$ cat src/rtl/button_event_queue.sv
// rtl/button_event_queue.sv - debounced button scanner with press/release event FIFO and CPU read port
//
// Purpose:
//   Round-robin scans N debounced button levels against the last reported
//   level. Each detected transition is queued as an event word. A small
//   register map exposes the levels, the event queue and a status word.
//
// Ports:
//   clk        system clock
//   reset      synchronous, active-high
//   buttons_in debounced button levels, 1 = pressed
//   rd_en      CPU read strobe, one cycle per access
//   rd_addr    register select (0 levels, 1 pop, 2 status, 3 zero)
//   rd_data    registered read data, valid the cycle after rd_en
//   irq        high while the event FIFO is non-empty
module button_event_queue #(
    parameter int N_BUTTONS  = 8,
    parameter int FIFO_DEPTH = 8,
    parameter int IDX_WIDTH  = 4
) (
    input  logic                 clk,
    input  logic                 reset,
    input  logic [N_BUTTONS-1:0] buttons_in,
    input  logic                 rd_en,
    input  logic [1:0]           rd_addr,
    output logic [15:0]          rd_data,
    output logic                 irq
);

    localparam int PW = (FIFO_DEPTH > 1) ? $clog2(FIFO_DEPTH) : 1;
    localparam int CW = $clog2(FIFO_DEPTH) + 1;

    logic [N_BUTTONS-1:0] reported;
    logic [IDX_WIDTH-1:0] scan_idx;
    logic [15:0]          mem [FIFO_DEPTH];
    logic [PW-1:0]        wr_ptr;
    logic [PW-1:0]        rd_ptr;
    logic [CW-1:0]        count;
    logic                 overflow;

    logic                 cur_level;
    logic                 mismatch;
    logic                 fifo_full;
    logic                 push;
    logic                 pop;
    logic [15:0]          event_word;
    logic [CW-1:0]        count_next;

    always_comb begin
        cur_level  = buttons_in[scan_idx];
        mismatch   = cur_level != reported[scan_idx];
        // Eligibility uses the pre-cycle count: a same-cycle pop never frees a slot for this push.
        fifo_full  = count == CW'(FIFO_DEPTH);
        push       = mismatch && !fifo_full;
        pop        = rd_en && (rd_addr == 2'd1) && (count != '0);
        event_word = {1'b1, cur_level, {(14 - IDX_WIDTH){1'b0}}, scan_idx};
        count_next = count;
        if (push && !pop) begin
            count_next = count + 1'b1;
        end else if (pop && !push) begin
            count_next = count - 1'b1;
        end
    end

    always_ff @(posedge clk) begin
        if (push) begin
            mem[wr_ptr] <= event_word;
        end
    end

    always_ff @(posedge clk) begin
        if (reset) begin
            reported <= '0;
            scan_idx <= '0;
            wr_ptr   <= '0;
            rd_ptr   <= '0;
            count    <= '0;
            overflow <= 1'b0;
            rd_data  <= '0;
            irq      <= 1'b0;
        end else begin
            // A full-FIFO mismatch leaves reported alone so the event is retried next lap.
            if (push) begin
                reported[scan_idx] <= cur_level;
                wr_ptr             <= wr_ptr + 1'b1;
            end
            if (pop) begin
                rd_ptr <= rd_ptr + 1'b1;
            end
            scan_idx <= (scan_idx == IDX_WIDTH'(N_BUTTONS - 1)) ? '0 : scan_idx + 1'b1;
            count    <= count_next;
            irq      <= count_next != '0;

            // Set beats the read-clear so a loss in the clearing cycle is not hidden.
            if (mismatch && fifo_full) begin
                overflow <= 1'b1;
            end else if (rd_en && (rd_addr == 2'd2)) begin
                overflow <= 1'b0;
            end

            if (rd_en) begin
                case (rd_addr)
                    2'd0:    rd_data <= 16'(buttons_in);
                    2'd1:    rd_data <= (count != '0) ? mem[rd_ptr] : 16'h0000;
                    2'd2:    rd_data <= {overflow, 8'h00, 7'(count)};
                    default: rd_data <= 16'h0000;
                endcase
            end
        end
    end

endmodule

$ cat config.mk
export PLATFORM = sky130hd
export DESIGN_NAME = button_event_queue
export DESIGN_NICKNAME = d
export VERILOG_FILES = /design/src/rtl/button_event_queue.sv
export SDC_FILE = /design/constraint.sdc
export NUM_CORES = 1
export LEC_CHECK = 0
export CAP_MARGIN = 20
export CELL_PAD_IN_SITES_DETAIL_PLACEMENT = 1
export CELL_PAD_IN_SITES_GLOBAL_PLACEMENT = 2
export CORE_ASPECT_RATIO = 1.25
export CORE_MARGIN = 2
export CORE_UTILIZATION = 46
export DETAILED_ROUTE_END_ITERATION = 12
export DONT_BUFFER_PORTS = 1
export PLACE_DENSITY = 0.95
export SYNTH_ARGS = -nofsm -noshare
export SYNTH_HDL_FRONTEND = slang
export SYNTH_SLANG_ARGS = --single-unit
$ cat constraint.sdc
create_clock -name clk -period 4.5 [get_ports clk]
set_input_delay 0.675 -clock clk [delete_from_list [all_inputs] [get_ports clk]]
set_output_delay 0.675 -clock clk [all_outputs]
set_load 0.05 [all_outputs]
==> flow_summary.json, run 1 <==
{
  "outcome": "finished, final reports clean",
  "dieArea_mm2": 0.008258,
  "synth_cell_types": 47,
  "setup_viol": 0,
  "cts_sinks": 77,
  "ys_ff_latch": 77,
  "grt_max_degree": 32,
  "coreArea_mm2": 0.007357,
  "dp_slack_ps": 614.7,
  "powerDensity_mw_per_mm2": 492.9,
  "pin_count": 30,
  "fmaxAchievable_mhz": 255.1,
  "gp_congestion": 0.7701,
  "crit_type": "reg2reg",
  "fin_ws_ps": 580.1,
  "critPathArrivalTime_ps": 3890,
  "synth.top_cell.area_share": 0.3462,
  "drtIter0Drc": 94,
  "cts_setup_buffers": 0,
  "wire_per_inst_um": 20.43,
  "hold_viol": 0,
  "synth_ff_type": "edfxtp_1",
  "grt_pass1_vias": 2220,
  "critPathRequiredTime_ps": 4470,
  "drive_above_1_share": 0.1352,
  "synth_edf_count": 40,
  "rows": 35,
  "yosysWarnings": 0,
  "maxSlewViolCount": 0,
  "drtAntennaViolNets": 0,
  "fin_crit_ps": 3920,
  "numPortBuffers": 0,
  "path_clk_slew_ps": 80,
  "routed_wl_um": 7622,
  "ctsHtreeMaxLevel": 3,
  "grtUsageTotal": 0.2026,
  "cp_max_fo": 19,
  "finalClockSkew_ps": 9.385,
  "syn2layout_area_growth_pct": 6.275,
  "cts_max_path_buffers": 2,
  "synth_top_area_cell": "edfxtp_1",
  "slowest_delay_ps": 830,
  "layout.nets": 295,
  "ys_seq_area_frac": 0.5597,
  "cp_top_family": "simple AND/OR/NAND/NOR gates",
  "p_leak_uw": 0.001244,
  "first_pass_iters": 4,
  "insertion_delay_ps": 340,
  "start_util": 0.4716,
  "max_cap_violations": 0,
  "antenna_found_initial": 0,
  "grt_pass1_wl_um": 12190,
  "synthTopCellsByCount": "40 x edfxtp_1, 37 x dfxtp_1, 24 x nand2_1, 23 x nor2_1, 18 x mux2i_1",
  "critPathLaunchType": "register",
  "drc": 0,
  "post-route-period-util": 0.8711,
  "netlist_area_mm2": 0.003470,
  "setup_tns_ps": 0,
  "slew_headroom": 0.4138,
  "rsz0062_at_grt": "false",
  "ctsHoldBuffers": 0,
  "synth_most_common_cell": "edfxtp_1",
  "die_y_um": 101.1,
  "crit_chain": "mux4_2 > mux2i_4 > xor2_1 > nand2_1 > nor3_1",
  "async_reset_ff_frac": 0,
  "grt_remaining_overflow": 0,
  "vias_per_cell": 5.737,
  "dr_total_vias": 2140,
  "cp-end-kind": "register",
  "synth_area_per_cell_um2": 12.39,
  "cts_buffers": 9,
  "dp_hpwl_um": 5416,
  "antennaDiodeCount": 0,
  "synth_area_leaders": "edfxtp_1 35%, dfxtp_1 21%, mux4_2 9.1%",
  "critPathBufInv": 0,
  "netlist_instances": 280,
  "slowest_stage": "dfxtp_1",
  "post_cts_resized": 0,
  "ir_drop_mv": 0.2015,
  "cts_root_buf": "clkbuf_8",
  "die_width_um": 81.68,
  "worst_pin_slew_ps": 876.3,
  "min_path_type": "in2reg",
  "cts_tree": "yes"
}
-- power by group --
group,leakage [µW],total (µW),internal [µW],switching (µW)
clock network,0.0000907,497,253,244
registers,0.000672,949,829,120
logic,0.000482,371,166,205
total,0.00124,1820,1250,569
-- worst reg2reg max path: cells and delay by family (launching register included) --
kind	cells	cell delay, ps
xor gates and xnor gates	1	730
DFF	1	830
muxes	2	850
and+or+nand+nor	2	1150
-- layout by cell type, fill, tap and decap left out, drive strengths merged, types with 5 or more instances in the layout --
| master | synthesis | final |
|---|---|---|
| mux2i | 19 | 19 |
| nand2 | 24 | 24 |
| o21ai | 6 | 6 |
| edfxtp | 40 | 40 |
| mux4 | 14 | 14 |
| dfxtp | 37 | 37 |
| conb | 1 | 6 |
| nor2 | 23 | 23 |
| nand3 | 7 | 7 |
| nand2b | 6 | 6 |
| a21oi | 10 | 10 |
| xnor2 | 6 | 6 |
| clkbuf | 11 | 11 |
| ha | 6 | 6 |
| inv | 7 | 7 |
| nor4b | 5 | 5 |
-- cells by family after synthesis --
group / count (synthesis) / share of synthesized area
AND/OR/NAND/NOR: 87 / 0.1287
flip-flops: 77 / 0.5597
AO/OA/AOI/OAI: 34 / 0.06780
multiplexers: 34 / 0.1525
buffers and inverters: 32 / 0.04580
XOR/XNOR: 9 / 0.02272
adder cells (fa/ha/maj): 6 / 0.02164
other: 1 / 0.001081
-- area by class of cell --
cell class,count,area [µm²]
Timing Repair Buffer,4,30.03
Clock inverter,5,51.30
Clock buffer,11,131.4
Sequential cell,77,1942
Inverter,8,30.03
Fill cell,770,3670
Multi-Input combinational cell,176,1388
Tap cell,92,115.1
-- final timing paths --
path	startpoint	endpoint	slack [ps]	cells past startpoint
max	scan_idx[0]$_SDFF_PP0_	mem[3][2]$_DFFE_PP_	580	5
max reg2reg	scan_idx[0]$_SDFF_PP0_	mem[3][2]$_DFFE_PP_	580	5
min reg2reg	reported[5]$_SDFFE_PP0P_	reported[5]$_SDFFE_PP0P_	470	2
min	reset	rd_data[4]$_SDFFE_PP0P_	390	1
-- metal layers --
metal	wire length, µm	up-vias	global-route usage
met5	0	-	0
met3	228	8	0.03584
met1	3292	1085	0.2662
met4	84	0	0.06410
met2	4017	35	0.3411
li1	-	1012	-
-- sequential cells by signal (all words and copies together) (netlist names), named ones only --
signal	count
mem	40
rd_data	10
reported	8
count	4
scan_idx	4
rd_ptr	3
wr_ptr	3
irq	1
overflow	1
-- stage by stage --
stage	utilization	area [µm²]	total power (µW)	hold slack, ps	instances
final	0.5012	3687	1817	391.5	373
after detailed placement	0.4764	3505	1333	458.0	357
after global routing	0.5012	3687	1898	380.0	373
after floorplan	-	3488	1233	431.5	285
after CTS	0.5012	3687	1831	376.5	373
after global placement	0.4764	3505	1307	442.7	357
Power figures use the tool's default switching activity.
==> run 2, diff against run 1 <==
Settings changed: GPL_ROUTABILITY_DRIVEN from default to 0, SLEW_MARGIN from default to 0.
==> results of run 2 <==
No change in the layout: final DEF, timing and power equal those of run 1.
